File: src/rtl/receiver_ack_scheduler_pkg.sv
// Shared types and constants for the receive-path ACK/NAK scheduler.
// CONFIG_TLP_ID_WIDTH sets the default sequence ID width; RX_ACK_COALESCE_EN is consumed by the top.
`ifndef CONFIG_TLP_ID_WIDTH
`define CONFIG_TLP_ID_WIDTH 8
`endif

package receiver_ack_scheduler_pkg;

  localparam int DEF_TLP_ID_WIDTH     = `CONFIG_TLP_ID_WIDTH;
  localparam int DEF_ACK_COALESCE_MAX = 4;
  localparam int DEF_ACK_TIMEOUT      = 64;

  // DLLP type encodings carried on o_dllp_nak
  localparam logic RX_DLLP_ACK = 1'b0;
  localparam logic RX_DLLP_NAK = 1'b1;

  typedef enum logic [1:0] {
    ST_IDLE    = 2'd0,
    ST_COLLECT = 2'd1,
    ST_ISSUE   = 2'd2
  } state_t;

  // The NAK flag sits just above the sequence ID in a status entry.
  function automatic int status_nak_bit(input int id_width);
    return id_width;
  endfunction

endpackage

File: src/rtl/ack_timeout_timer.sv
// Clearable, enabled up-counter that flags the last cycle a pending ACK may wait.
// Only compiled when RX_ACK_COALESCE_EN is defined.
`ifdef RX_ACK_COALESCE_EN
module ack_timeout_timer #(
  parameter int ACK_TIMEOUT = 64
) (
  input  logic i_clk,
  input  logic i_arst,
  input  logic i_clr,
  input  logic i_en,
  output logic o_expire
);

  localparam int W = $clog2(ACK_TIMEOUT);
  localparam logic [W-1:0] LAST = W'(ACK_TIMEOUT - 1);

  logic [W-1:0] count;

  assign o_expire = i_en & (count == LAST);

  // Saturates at LAST so the counter never wraps while the FSM leaves COLLECT.
  always_ff @(posedge i_clk or posedge i_arst) begin
    if (i_arst) begin
      count <= '0;
    end else if (i_clr) begin
      count <= '0;
    end else if (i_en && !o_expire) begin
      count <= count + 1'b1;
    end
  end

endmodule
`endif

File: src/rtl/receiver_ack_scheduler.sv
// Pops receiver status entries, coalesces good IDs into one ACK and issues NAKs first.
// RX_ACK_COALESCE_EN enables coalescing/timeout; without it every good status is ACKed alone.
module receiver_ack_scheduler
  import receiver_ack_scheduler_pkg::*;
#(
  parameter int TLP_ID_WIDTH     = DEF_TLP_ID_WIDTH,
  parameter int ACK_COALESCE_MAX = DEF_ACK_COALESCE_MAX,
  parameter int ACK_TIMEOUT      = DEF_ACK_TIMEOUT
) (
  input  logic                    i_clk,
  input  logic                    i_arst,
  input  logic [TLP_ID_WIDTH:0]   i_status_id,
  input  logic                    i_status_id_valid,
  output logic                    o_status_id_rd,
  output logic                    o_dllp_req,
  output logic                    o_dllp_nak,
  output logic [TLP_ID_WIDTH-1:0] o_dllp_id,
  input  logic                    i_dllp_ack,
  output logic                    o_pending,
  output state_t                  o_dbg_state
);

`ifdef RX_ACK_COALESCE_EN
  localparam int EFF_MAX = ACK_COALESCE_MAX;
`else
  localparam int EFF_MAX = 1;
`endif
  localparam int CNT_W   = $clog2(EFF_MAX + 1);
  localparam int NAK_BIT = status_nak_bit(TLP_ID_WIDTH);

  if (ACK_COALESCE_MAX < 1 || ACK_TIMEOUT < 2) begin : g_cfg_check
    $error("receiver_ack_scheduler: ACK_COALESCE_MAX must be >= 1 and ACK_TIMEOUT >= 2");
  end

  state_t                  state, next_state;
  logic [CNT_W-1:0]        pend_cnt;
  logic [TLP_ID_WIDTH-1:0] last_id, issue_id, load_id, st_id;
  logic                    issue_nak, load_nak, load, st_nak;
  logic                    pop, hit_max, timer_expire;

  assign st_id   = i_status_id[TLP_ID_WIDTH-1:0];
  assign st_nak  = i_status_id[NAK_BIT];
  assign hit_max = ((int'(pend_cnt) + 1) == EFF_MAX);

  // Status port is a pop interface: an entry is consumed in any cycle where
  // i_status_id_valid and o_status_id_rd are both high. The DLLP port is a
  // request/acknowledge pair: o_dllp_req and its fields hold until i_dllp_ack
  // is sampled high, and i_dllp_ack is ignored while no request is up.
  assign pop = i_status_id_valid & ~i_arst &
               ((state == ST_IDLE) | ((state == ST_COLLECT) & ~timer_expire));

`ifdef RX_ACK_COALESCE_EN
  ack_timeout_timer #(
    .ACK_TIMEOUT (ACK_TIMEOUT)
  ) u_timer (
    .i_clk    (i_clk),
    .i_arst   (i_arst),
    .i_clr    (next_state != ST_COLLECT),
    .i_en     (state == ST_COLLECT),
    .o_expire (timer_expire)
  );
`else
  assign timer_expire = 1'b0;
`endif

  always_ff @(posedge i_clk or posedge i_arst) begin
    if (i_arst) begin
      state <= ST_IDLE;
    end else begin
      state <= next_state;
    end
  end

  always_comb begin
    next_state = state;
    load       = 1'b0;
    load_nak   = RX_DLLP_ACK;
    load_id    = last_id;
    case (state)
      ST_IDLE, ST_COLLECT: begin
        if (timer_expire) begin
          next_state = ST_ISSUE;
          load       = 1'b1;
        end else if (pop) begin
          load_id = st_id;
          // A NAK ID implicitly acknowledges everything before it, so any pending ACK is dropped.
          if (st_nak) begin
            next_state = ST_ISSUE;
            load       = 1'b1;
            load_nak   = RX_DLLP_NAK;
          end else if (hit_max) begin
            next_state = ST_ISSUE;
            load       = 1'b1;
          end else begin
            next_state = ST_COLLECT;
          end
        end
      end
      ST_ISSUE: begin
        if (i_dllp_ack) begin
          next_state = ST_IDLE;
        end
      end
      default: next_state = ST_IDLE;
    endcase
  end

  always_ff @(posedge i_clk or posedge i_arst) begin
    if (i_arst) begin
      pend_cnt  <= '0;
      last_id   <= '0;
      issue_nak <= RX_DLLP_ACK;
      issue_id  <= '0;
    end else begin
      if (load) begin
        issue_nak <= load_nak;
        issue_id  <= load_id;
        pend_cnt  <= '0;
      end else if (pop) begin
        pend_cnt <= pend_cnt + 1'b1;
      end
      if (pop && !st_nak) begin
        last_id <= st_id;
      end
    end
  end

  always_comb begin
    o_dllp_req     = (state == ST_ISSUE);
    o_dllp_nak     = issue_nak;
    o_dllp_id      = issue_id;
    o_status_id_rd = pop;
    o_dbg_state    = state;
  end

`ifdef RX_ACK_COALESCE_EN
  assign o_pending = (pend_cnt != '0);
`else
  assign o_pending = 1'b0;
`endif

endmodule

File: config.mk
export PLATFORM = sky130hd
export DESIGN_NAME = receiver_ack_scheduler
export DESIGN_NICKNAME = d
export VERILOG_FILES = /design/src/rtl/receiver_ack_scheduler_pkg.sv /design/src/rtl/ack_timeout_timer.sv /design/src/rtl/receiver_ack_scheduler.sv
export SDC_FILE = /design/constraint.sdc
export NUM_CORES = 1
export LEC_CHECK = 0
export CORE_MARGIN = 2
export CORE_UTILIZATION = 30
export DETAILED_ROUTE_END_ITERATION = 7
export GPL_ROUTABILITY_DRIVEN = 0
export SLEW_MARGIN = 40
export SYNTH_ARGS = -nofsm -noshare
export SYNTH_HDL_FRONTEND = slang
export SYNTH_SLANG_ARGS = --single-unit
File: constraint.sdc
create_clock -name i_clk -period 1.9 [get_ports i_clk]
set_input_delay 0.38 -clock i_clk [delete_from_list [all_inputs] [get_ports i_clk]]
set_output_delay 0.38 -clock i_clk [all_outputs]
set_load 0.02 [all_outputs]
# Word-level counts from Yosys, hierarchy flattened
# Cells that the tools add are included.
# Widths: inputs -> output; s select.
# totals
inputBits	13
out_inout_bits	14
ff_bits	20
# classes
n_bitwise	4
addsub	2
n_reduce_logical	6
mux	16
eq_ne	5
# ops
op	count
$mux 8	2
$mux 1	9
$mux 2	4
$eq 2x1->1 const B	2
$pmux 2 s2	1
$add 1x1->2 const B	1
$and 1x1->1	2
$eq 2x2->1 const B	1
$logic_not 2->1	1
$ne 2x1->1 const B	1
$ne 2x2->1 const B	1
$reduce_and 2->1	1
$reduce_bool 2->1	1
$reduce_or 2->1	1
$add 1x1->1 const B	1
$logic_and 1x1->1	1
$logic_not 1->1	1
$not 1->1	1
$or 1x1->1	1

# Logic depth before layout (Yosys ltp)
# Gate-level depths: netlist of the first run.
# depth
ltp_word	7
depth_mapped	4
mapped_depth_nobuf	4

# Least setup slack after synthesis of the first run
# No wires, ideal clock.
# synth_path
path_kind	flip-flop to flip-flop
from	register state[1] (netlist: o_dbg_state[1])
to	register issue_id[0] (netlist: o_dllp_id[0])
setup_time_ns	0.125
path_buffers	0
path_slack_ns	0.340
path_stages_with_launch	5
t_arrival_ns	1.435
required_ns	1.775
path_cell_list	dfrtp_1 > or3b_4 > clkinv_2 > o21ai_4 > mux2_4
# synth_via
elab_chain_len	5
word_cells_on_any_way	9
# synth_lines
item	line	source
from (decl)	receiver_ack_scheduler.sv:35	state_t state, next_state;
from (signal assigned)	receiver_ack_scheduler.sv:70	state <= next_state;
$eq 2x1->1 / $logic_not 2->1 (equally long branches)	receiver_ack_scheduler.sv:50	((state == ST_IDLE) | ((state == ST_COLLECT) & ~timer_expire));
$or 1x1->1 (*)	receiver_ack_scheduler.sv:50	
$and 1x1->1 (*)	receiver_ack_scheduler.sv:49	assign pop = i_status_id_valid & ~i_arst &
net o_status_id_rd	receiver_ack_scheduler.sv:14	output logic o_status_id_rd,
$mux 8 / $mux 1 (equally long branches)	receiver_ack_scheduler.sv:84	end else if (pop) begin
$mux 8 / $mux 1 (equally long branches)	receiver_ack_scheduler.sv:79	case (state)
to (signal assigned)	receiver_ack_scheduler.sv:117	issue_id <= load_id;
to (decl)	receiver_ack_scheduler.sv:37	logic [TLP_ID_WIDTH-1:0] last_id, issue_id, load_id, st_id;
# The timed path passes the listed nets; every way through them passes the cells marked *.
# A chain may end at the register's enable or synchronous reset.

# Final worst setup path of the first run
# layout_path
from	register state[0] (netlist: o_dbg_state[0])
to	output o_dllp_req
# layout_via
elab_chain_len	1
# layout_lines
item	line	source
$eq 2x2->1	receiver_ack_scheduler.sv:129	o_dllp_req = (state == ST_ISSUE);
to (decl)	receiver_ack_scheduler.sv:15	output logic o_dllp_req,
# No other way between the ends.

==> results of run 1 <==
[layer usage]
layer  vias to the layer above  GRT usage (%)  share of wire, %
met3                         2           6.35               6.3
met1                       171           13.9                42
met5                         -              0                 0
li1                        182              -                 -
met4                         0           3.43               1.7
met2                        13           14.6                50
[worst max path at each step]
stage / startpoint / to / cells past startpoint
6_report: o_dbg_state[0] / o_dllp_req / 3
5_1_grt: o_dbg_state[0] / o_dllp_req / 3
4_1_cts: o_dbg_state[0] / o_dllp_req / 3
3_5_place_dp: i_status_id_valid / o_status_id_rd / 4
3_3_place_gp: i_status_id_valid / o_status_id_rd / 4
2_1_floorplan: o_dbg_state[1] / o_dllp_id[0] / 4
[per-stage QoR]
step | TNS, ns | total power, W | util (%)
final | 0 | 0.000812 | 48.6
after global routing | 0 | 0.000859 | 48.6
after floorplan | 0 | 0.000512 | -
after CTS | 0 | 0.000828 | 48.6
after detailed placement | -1.02 | 0.000672 | 47.6
after global placement | -0.980 | 0.000671 | 47.6
[state kept, by name, summed over array words and instances, names as in the netlist]
| name | cells |
|---|---|
| o_dllp_id | 8 |
| o_dbg_state | 2 |
| o_dllp_nak | 1 |
| pend_cnt | 1 |
[report_power, final]
part | internal (W) | leakage (nW) | total, W | switching (W)
Combinational | 0.000190 | 0.231 | 0.000325 | 0.000135
Clock | 0.0000732 | 0.0138 | 0.000149 | 0.0000758
Sequential | 0.000309 | 0.147 | 0.000338 | 0.0000291
[synthesized netlist by cell type (all sizes together)]
library cell / count
a21oi: 1
buf: 1
clkinv: 1
conb: 1
dfrtp: 12
inv: 4
mux2: 8
nand2: 2
nand2b: 1
nor2: 1
o21ai: 4
or3b: 1
or4: 1
[logic make-up (layout without fill, tap and decap cells)]
logic type	count (synthesis)	after routing
AOI/OAI and AO/OA	5	5
other	1	1
and+or+nand+nor	6	6
muxes	8	8
buffers and inverters	6	35
DFF	12	12
[layout make-up]
type	count	area share (%)
Multi-Input combinational cell	20	23.9
Tap cell	17	2.59
Inverter	5	2.44
Timing Repair Buffer	27	31.7
Sequential cell	12	36.6
Clock buffer	3	2.74
[cell usage in the layout (no fill, tap or decap)]
cell	synthesis	layout
mux2_4	8	8
clkinv_2	1	1
conb_1	1	1
nand2_1	2	2
buf_4	1	2
nand2b_1	1	1
inv_1	4	4
nor2_1	1	1
o21ai_4	1	1
or3b_4	1	1
or4_1	1	1
a21oi_1	1	1
dfrtp_1	12	12
o21ai_0	3	3
buf_2	0	1
clkbuf_4	0	3
clkdlybuf4s50_1	0	24
[timing repair]
action                                  in CTS  in global routing
gates resized for setup                      4                  0
endpoints found under the setup margin       1                  0
hold buffers                                 0                  0
==> results.toml, run 1 <==
[die]
core_area_um2 = 1690
rows = 15
io-pin-count = 27
die_x_um = 45.8
die_area_um2 = 2100
start_util_pct = 31.0
die_h_um = 45.8

[synth]
synth_top_family_by_area = "multiplexers"
synth_mux_area_share_pct = 22.9
synthTopCellsByArea = "dfrtp_1, mux2_4, o21ai_4"
synth_top_area_share_pct = 57.3
syn_area_per_cell_um2 = 13.8
synth_simple_gate_area_share_pct = 6.92
synthAdderAreaFrac_pct = 0
synth_compound_area_share_pct = 6.92
synthesis.instances = 38
synth_top_area_cell = "dfrtp_1"
ys_seq_elements = 12
yosysSeqAreaShare_pct = 57.3
synthXorXnorAreaFrac_pct = 0
synth_warnings = 0
netlist_area_um2 = 524
syn-num-nets = 51
synth_cell_types = 14

[detailed_routing]
vias = 368
viasPerCell = 4.38
drc = 0
first_pass_iters = 2
wirelength_um = 994
ant_nets = 0
dr.first_iter.drc_count = 1
wl_per_cell_um = 11.8

[critical_path]
reg2reg_depth = 5
crit_fanout = 3
crit_buf_inv = 2
slowest_delay_ns = 0.59
critPathSlowestCell = "clkdlybuf4s50_1"
cp-end-kind = "primary output"
reg2reg_slack_ns = 0.35
worst_path_dominant_cell_family = "buffers and inverters"
crit_type = "flip-flop to primary output"
cp.arrival_ns = 1.44
crit_required_ns = 1.52
r2r_start = "o_dbg_state[1]"
crit_chain = "nand2b_1 -> inv_1 -> clkdlybuf4s50_1"
crit_path_start_kind = "flip-flop"
reg2reg_to = "o_dllp_id[5]"

[clocking]
ctsHtreeMaxLevel = 1
postCtsSetupBuffers = 0
cts_buffers = 3
cts.clk_slew.worst_paths_ns = 0.07
cts.sinks = 12
clockRootBuffer = "clkbuf_4"
cts_tree = "built"
clk_latency_ns = 0.26
clk_path_buf_depth = 2

[sta]
worst_slack_ns = 0.0821
finClkSkew_ns = 0.00199
fin_hold_ws_ns = 0.487
period_needed_ns = 1.82
post-route-period-util_pct = 95.7
finalSetupViolCount = 0
rsz0062_at_grt = "false"
hold_viol = 0
maxSlewViolCount = 0
max_freq_ghz = 0.550

[placement]
place_ws_ns = -0.360
dp_cells = 81
placed_cell_area_um2 = 803
portBuffers = 25
dp_hpwl_um = 784

[job]
cap_violations = 0

[worst_hold_path]
hold_path.class = "flip-flop to flip-flop"
whs_path_depth = 1
min_to = "o_dbg_state[0]"
hold_start = "o_dbg_state[1]"

[global_route]
grt_overflow = 0
track_usage_pct = 10.7
grt_pass1_vias = 350
grt_antenna_before_repair = 0
grt_max_degree = 13
grt_pass1_wl_um = 1520

[layout]
register_area_um2 = 300
fill_cells = 153
fin_nets = 82
n_antenna_cell = 0
final_layout_size_suffix_gt1_share_pct = 25.4
multiInputGateArea_um2 = 196
design_area_um2 = 821
stdcell_count = 84
area_delta_synth_final_pct = 56.6

[power]
ir_drop_mv = 0.409
leakage_nw = 0.392
powerDensity_nw_per_um2 = 989

[outcome]
status = "finished, final reports clean"
No activity file was read; power rests on OpenSTA's default activity.
==> inputs of run 2 (changes only) <==
==> constraint.sdc (replaced) <==
create_clock -name i_clk -period 1.9 [get_ports i_clk]
set_input_delay 0.38 -clock i_clk [delete_from_list [all_inputs] [get_ports i_clk]]
set_output_delay 0.38 -clock i_clk [all_outputs]
set_load 0.01 [all_outputs]
==> run 2 against run 1 <==
Net effect: clock skew about the same; sequential cell count unchanged; worst hold slack improved by 0.0010 ns; via count increased by 2.7%; clock power increased by 34%; combinational power decreased by 14%; cell count increased by 1.2%; maximum frequency increased by 2.0%; critical endpoint is now o_status_id_rd; largest cell class unchanged; largest power group unchanged.
==> results.toml, run 2 (synthesis gave the netlist of run 1 again) <==
[power]
powerDensity_nw_per_um2 = 978
ir_drop_mv = 0.464
leakage_nw = 0.398

[critical_path]
crit_type = "input pin to primary output"
crit_fanout = 2
reg2reg_to = "o_dllp_id[3]"
crit_path_start_kind = "input pin"
cp-end-kind = "primary output"
crit_required_ns = 1.52
cp.arrival_ns = 1.40
reg2reg_slack_ns = 0.34
r2r_start = "o_dbg_state[1]"
reg2reg_depth = 5

[layout]
final_layout_size_suffix_gt1_share_pct = 26.5
n_antenna_cell = 0
largest_register_ffs = 8
mostFrequentLayoutCells = "clkdlybuf4s50_1, dfrtp_1, mux2_4, inv_1"
final_common_cell = "clkdlybuf4s50_1"
fill_cells = 149
area_delta_synth_final_pct = 59.2
fin_nets = 82
stdcell_count = 85

[clocking]
cts_hold_buf = 0
cts.clk_slew.worst_paths_ns = 0.07
cts_tree = "built"
ctsHtreeMaxLevel = 1
clk_path_buf_depth = 2
cts_buffers = 3
clk_latency_ns = 0.27
cts.sinks = 12
clockRootBuffer = "clkbuf_4"

[detailed_routing]
first_pass_iters = 4
wirelength_um = 1040
vias = 378
wl_per_cell_um = 12.3
drc = 0
dr.first_iter.drc_count = 3
viasPerCell = 4.45
ant_nets = 0

[sta]
fin_hold_ws_ns = 0.488
rsz0062_at_grt = "false"
max_freq_ghz = 0.561
maxSlewViolCount = 0
finClkSkew_ns = 0.00153
finalSetupViolCount = 0
post-route-period-util_pct = 93.8
hold_viol = 0
period_needed_ns = 1.78

[global_route]
grt_overflow = 0
grt_antenna_before_repair = 0
track_usage_pct = 11.5
grt_max_degree = 13
grt_pass1_vias = 377
grt_pass1_wl_um = 1660

[worst_hold_path]
whs_path_depth = 1
min_to = "o_dbg_state[0]"
hold_path.class = "flip-flop to flip-flop"
hold_start = "o_dbg_state[1]"

[die]
die_h_um = 45.8
io-pin-count = 27
die_area_um2 = 2100
rows = 15
die_x_um = 45.8
start_util_pct = 31.0
core_area_um2 = 1690

[placement]
portBuffers = 25
dp_hpwl_um = 827
dp_cells = 81

[job]
cap_violations = 0

[outcome]
status = "finished, final reports clean"
==> run 2: cell types whose count changed in the layout (fill, tap and decap cells not counted), sizes merged <==
| cell | delta |
|---|---|
| clkbuf | +2 |
| buf | -1 |
==> run 2: how the worst max path moves through the flow <==
| stage | start | cells past startpoint | slack, ns | end |
|---|---|---|---|---|
| 6_report | i_status_id_valid | 4 | 0.12 | o_status_id_rd |
| 2_1_floorplan | o_dbg_state[1] | 4 | 0.43 | o_dllp_id[0] |
| 5_1_grt | i_status_id_valid | 4 | 0.08 | o_status_id_rd |
| 3_3_place_gp | i_status_id_valid | 4 | -0.29 | o_status_id_rd |
| 3_5_place_dp | i_status_id_valid | 4 | -0.29 | o_status_id_rd |
| 4_1_cts | i_status_id_valid | 4 | 0.007 | o_status_id_rd |
==> run 2: layer usage <==
| metal | global-route usage, % | wire [um] | vias to the layer above |
|---|---|---|---|
| met5 | 0 | 0 | - |
| met1 | 13.7 | 445 | 181 |
| li1 | - | - | 183 |
| met2 | 17.7 | 529 | 12 |
| met3 | 5.16 | 51 | 2 |
| met4 | 5.14 | 17 | 0 |
==> run 2: where the power goes <==
part           total [W]  switching, W  internal (W)
registers       0.000339     0.0000302      0.000309
clock network   0.000199     0.0000827      0.000116
logic           0.000279     0.0000894      0.000189
total           0.000816      0.000202      0.000614
==> run 2: critical path: stages <==
cell	delay, ns
clkdlybuf4s50_1	0.46
or3b_4	0.38
clkinv_2	0.06
clkbuf_2	0.12
==> run 2: what timing repair did <==
action                                 in CTS  in global routing
setup buffers                               0                  0
resized for setup                           2                  1
setup endpoints to repair                   1                  1
endpoints found under the hold margin       0                  0
==> run 2: area by class of cell <==
class	count	area [um^2]	area share, %
Multi-Input combinational cell	20	196	23.5
Clock buffer	4	36.3	4.35
Sequential cell	12	300	36.0
Timing Repair Buffer	27	260	31.2
Tap cell	17	21.3	2.55
Inverter	5	20.0	2.40
==> run 2: per-stage QoR <==
step                TNS [ns]  setup WS [ns]  total power [W]  instance area [um^2]  utilization, %
finish                     0          0.118         0.000816                   835            49.4
global route               0         0.0814         0.000862                   835            49.4
CTS                        0        0.00661         0.000831                   840            49.7
detailed placement    -0.976         -0.291         0.000626                   803            47.6
global placement      -0.916         -0.287         0.000625                   803            47.6
floorplan                  0          0.430         0.000466                   524               -
==> inputs of run 3 (changes only) <==
--- a/config.mk
+++ b/config.mk
@@ -5,7 +5,7 @@
 export SDC_FILE = /design/constraint.sdc
 export NUM_CORES = 1
 export LEC_CHECK = 0
-export CORE_MARGIN = 2
+export CORE_MARGIN = 8
 export CORE_UTILIZATION = 30
 export DETAILED_ROUTE_END_ITERATION = 7
 export GPL_ROUTABILITY_DRIVEN = 0
@@ -13,3 +13,4 @@
 export SYNTH_ARGS = -nofsm -noshare
 export SYNTH_HDL_FRONTEND = slang
 export SYNTH_SLANG_ARGS = --single-unit
+export TNS_END_PERCENT = 50
==> run 3 against run 2 <==
Net effect: cell count did not move; sequential cell count is the same; highest routed layer unchanged; wire length is 9.2% higher; largest power group unchanged; total power up 0.50%; via count decreased by 1.1%; clock skew grew 0.0044 ns.
==> results.toml, run 3 (synthesis gave the netlist of run 1 again) <==
[placement]
place_ws_ns = -0.292
dp_hpwl_um = 903
portBuffers = 25
placed_cell_area_um2 = 803

[clocking]
clk_latency_ns = 0.27
cts.clk_slew.worst_paths_ns = 0.07
cts_resized = 2
clockRootBuffer = "clkbuf_4"
cts_hold_buf = 0
postCtsSetupBuffers = 0
ctsHtreeMaxLevel = 1
cts.sinks = 12
cts_tree = "built"
cts_buffers = 3
clk_path_buf_depth = 2

[power]
pwr-share-seq_pct = 41.1
p_int_w = 0.000614
p_comb_share_pct = 34.4
p_switching_w = 0.000207
p_sw_share_pct = 25.2
powerDensity_nw_per_um2 = 983
power_w = 0.000820
ir_drop_mv = 0.403
pwr-share-clk_pct = 24.5
leakage_nw = 0.398

[sta]
worst_slack_ns = 0.117
hold_viol = 0
final.setup.tns_ns = 0
rsz0062_at_grt = "false"
finClkSkew_ns = 0.00590
max_freq_ghz = 0.561
maxSlewViolCount = 0
finalSetupViolCount = 0
period_needed_ns = 1.78
post-route-period-util_pct = 93.9

[layout]
fin_nets = 82
n_antenna_cell = 0
mostFrequentLayoutCells = "clkdlybuf4s50_1, dfrtp_1, mux2_4, inv_1"
design_area_um2 = 835
largest_register_ffs = 8
final_common_cell = "clkdlybuf4s50_1"
final_layout_size_suffix_gt1_share_pct = 26.5
area_delta_synth_final_pct = 59.2

[critical_path]
cp.arrival_ns = 1.40
setup.worst_path.end = "o_status_id_rd"
r2r_start = "o_dbg_state[1]"
cp-end-kind = "primary output"
reg2reg_slack_ns = 0.33
crit_path_start_kind = "input pin"
slowest_delay_ns = 0.47
crit_fanout = 2
crit_chain = "clkdlybuf4s50_1 -> or3b_4 -> clkinv_2 -> clkbuf_2"
reg2reg_depth = 5
crit_start = "i_status_id_valid"
reg2reg_to = "o_dllp_id[2]"
crit_type = "input pin to primary output"
crit_required_ns = 1.52
critPathSlowestCell = "clkdlybuf4s50_1"

[global_route]
grt_antenna_before_repair = 0
grt_pass1_wl_um = 1840
track_usage_pct = 7.29
grt_pass1_vias = 388
grt_max_degree = 13
grt_overflow = 0

[worst_hold_path]
hold_path.class = "flip-flop to flip-flop"

[job]
cap_violations = 0

[die]
die_area_um2 = 3340
io-pin-count = 27
rows = 15
start_util_pct = 31.0
die_h_um = 57.8
die_x_um = 57.8
core_area_um2 = 1690

[detailed_routing]
wirelength_um = 1140
wl_per_cell_um = 13.4
viasPerCell = 4.40
first_pass_iters = 2
drc = 0
vias = 374
dr.first_iter.drc_count = 1
ant_nets = 0

[outcome]
status = "finished, final reports clean"
-- run 3: cell counts in the layout (fill, tap and decap cells not counted) --
Identical to the previous run, type by type.
-- run 3: per-layer routing --
layer  global-route usage (%)  wire length [um]
met5                        0                 0
met4                     5.24                25
met1                     8.17               478
met2                     11.3               552
met3                     2.43                83
-- run 3: worst min-delay path by stage --
stage | cells past startpoint | start | slack [ns] | to
5_1_grt | 1 | o_dbg_state[1] | 0.51 | o_dbg_state[0]
2_1_floorplan | 1 | i_arst | 0.24 | o_dbg_state[0]
3_5_place_dp | 1 | o_dllp_id[2] | 0.49 | o_dllp_id[2]
3_3_place_gp | 1 | o_dbg_state[1] | 0.47 | o_dbg_state[0]
4_1_cts | 1 | o_dbg_state[1] | 0.51 | o_dbg_state[0]
6_report | 1 | o_dbg_state[1] | 0.49 | o_dbg_state[0]
-- run 3: critical path, delay by kind of cell --
kind,cells,cell delay [ns]
buf+inv,3,0.65
simple gates,1,0.38
-- run 3: cell type report --
cell class	count	area [um^2]
multi-input cells	20	196
flip-flops and latches	12	300
inverters	5	20.0
fillers	156	855
well taps	17	21.3
clock buffers	4	36.3
repair buffers	27	260
-- run 3: per-stage QoR --
step	hold slack, ns	instances	utilization [%]
2_1_floorplan	0.245	38	-
3_5_place_dp	0.492	81	47.6
5_1_grt	0.513	85	49.4
4_1_cts	0.509	85	49.7
6_report	0.492	85	49.4
3_3_place_gp	0.475	81	47.6
-- run 3: power by group through the flow --
stage / Clock [W] / Sequential [W] / Combinational [W]
final: 0.000201 / 0.000337 / 0.000282
after global routing: 0.000221 / 0.000343 / 0.000300
after CTS: 0.000209 / 0.000337 / 0.000289
after detailed placement: 0 / 0.000343 / 0.000286
after global placement: 0 / 0.000342 / 0.000286
after floorplan: 0 / 0.000367 / 0.0000987
==> variant: new RTL, settings of run 2 <==
Build with the macro `RX_ACK_COALESCE_EN` defined.
--- a/src/rtl/ack_timeout_timer.sv
+++ b/src/rtl/ack_timeout_timer.sv
@@ -1,4 +1,6 @@
 // Clearable, enabled up-counter that flags the last cycle a pending ACK may wait.
 // Only compiled when RX_ACK_COALESCE_EN is defined.
+`define RX_ACK_COALESCE_EN
+
 `ifdef RX_ACK_COALESCE_EN
 module ack_timeout_timer #(
Behaviour: not the same (Yosys sat finds a counterexample within 4 cycles, from zero or initial values and one cycle with i_arst high).
==> variant against run 2 <==
Setup slack lost 0.060 ns; clock power rose by 140%; synthesized cell count rose to 3.0 times the old value; area after synthesis rose to 2.7 times the old value; design area increased by 130%; sequential cell count up 16; total power grew to 2.7 times the old value; largest cell class unchanged; routed wire length rose to 2.7 times the old value.
==> variant: results (changes against run 2) <==
Parameter                              Value

Clocking
  Clock slew at the register clock pins of the worst setup and hold paths    0.10 ns (+0.03 ns)
  Buffer count from post-CTS setup fixing    2 (+2)
  Count of cells resized by post-cts repair    13 (+11)

Worst setup path
  Worst path slowest cell    or3b_4
  Highest net fanout along the worst path    13 (+11)
  Family of cells with the greatest summed delay on the critical path    simple AND/OR/NAND/NOR gates
  Reg2reg path depth    6 (+1)

Synthesis
  Post-synthesis compound-gate area fraction    0.0747 (+0.00550)
  Adder and majority gate portion of the synthesized area    0.0270 (+0.0270)
  Mean post-synth cell area    12.2 um^2 (-12%)
  Multiplexer share of the synthesized area    0.225 (-0.00409)
  Sequential cell area fraction in the yosys report    0.504 (-0.0687)
  Post-Syn Nets    130 (+150%)
  Unique cell type count in the Yosys netlist    31 (+17)

Route
  Routed wire length    2.82 mm (+170%)
  Total length of routed met2 wires    1.42 mm (+170%)
  Average detailed-routed wire length per instance    13.4 um (+9.4%)

Global routing
  First-pass GRT wire length    4.95 mm (+200%)
  Total routing usage reported by global routing    0.122 (+0.00660)
  Routing usage on met2    0.206 (+0.0284)
  Maximum number of pins on one net before global-route repair    19 (+6)
  Met3 Resource Use GR    0.0181 (-0.0335)
  Via count of the first global-routing pass    1075 (+190%)

Power and ir drop
  Static Leakage    0.876 nW (+120%)
  Net switching power    0.000614 W (+200%)
  Portion of total power attributed to the clock network    0.218 (-0.026)
  Power drawn by the combinational cells    0.000804 W (+190%)

Outcome
  Outcome    completed

Placement
  Half-perimeter wire length after placement    2.16 mm (+160%)
  Placement Cell Area    0.00180 mm^2 (+120%)
  Port-buffer cells    26 (+4.0%)
  Cell Count Post-Placement    204 (+150%)

Layout
  Area taken by multi-input logic gates    642 um^2 (+230%)
  Final-stage net count    175 (+110%)

Worst hold path
  Classification of the worst-slack hold path    input port to asynchronous set/reset pin
-- variant: how the worst max path moves through the flow --
stage	start	end	slack (ns)
after floorplan	o_dbg_state[1]	o_dllp_id[3]	0.06
after global placement	i_status_id_valid	o_status_id_rd	-0.47
after detailed placement	i_status_id_valid	o_status_id_rd	-0.48
after CTS	pend_cnt[0]	o_pending	0.02
after global routing	o_dbg_state[1]	last_id[5]	0.01
final	o_dbg_state[1]	last_id[1]	0.06
-- variant: area by class of cell --
class	count	area share
multi-input cells	73	0.334
clock buffers	3	0.0215
inverters	11	0.0215
repair buffers	42	0.208
well taps	52	0.0339
clock inverters	1	0.0156
flip-flops and latches	28	0.365
-- variant: through the flow --
stage	worst slack, ns	hold WS, ns
after CTS	0.0158	0.386
after global placement	-0.475	0.484
after global routing	0.0133	0.406
after detailed placement	-0.476	0.492
final	0.0580	0.379
after floorplan	0.0610	0.445
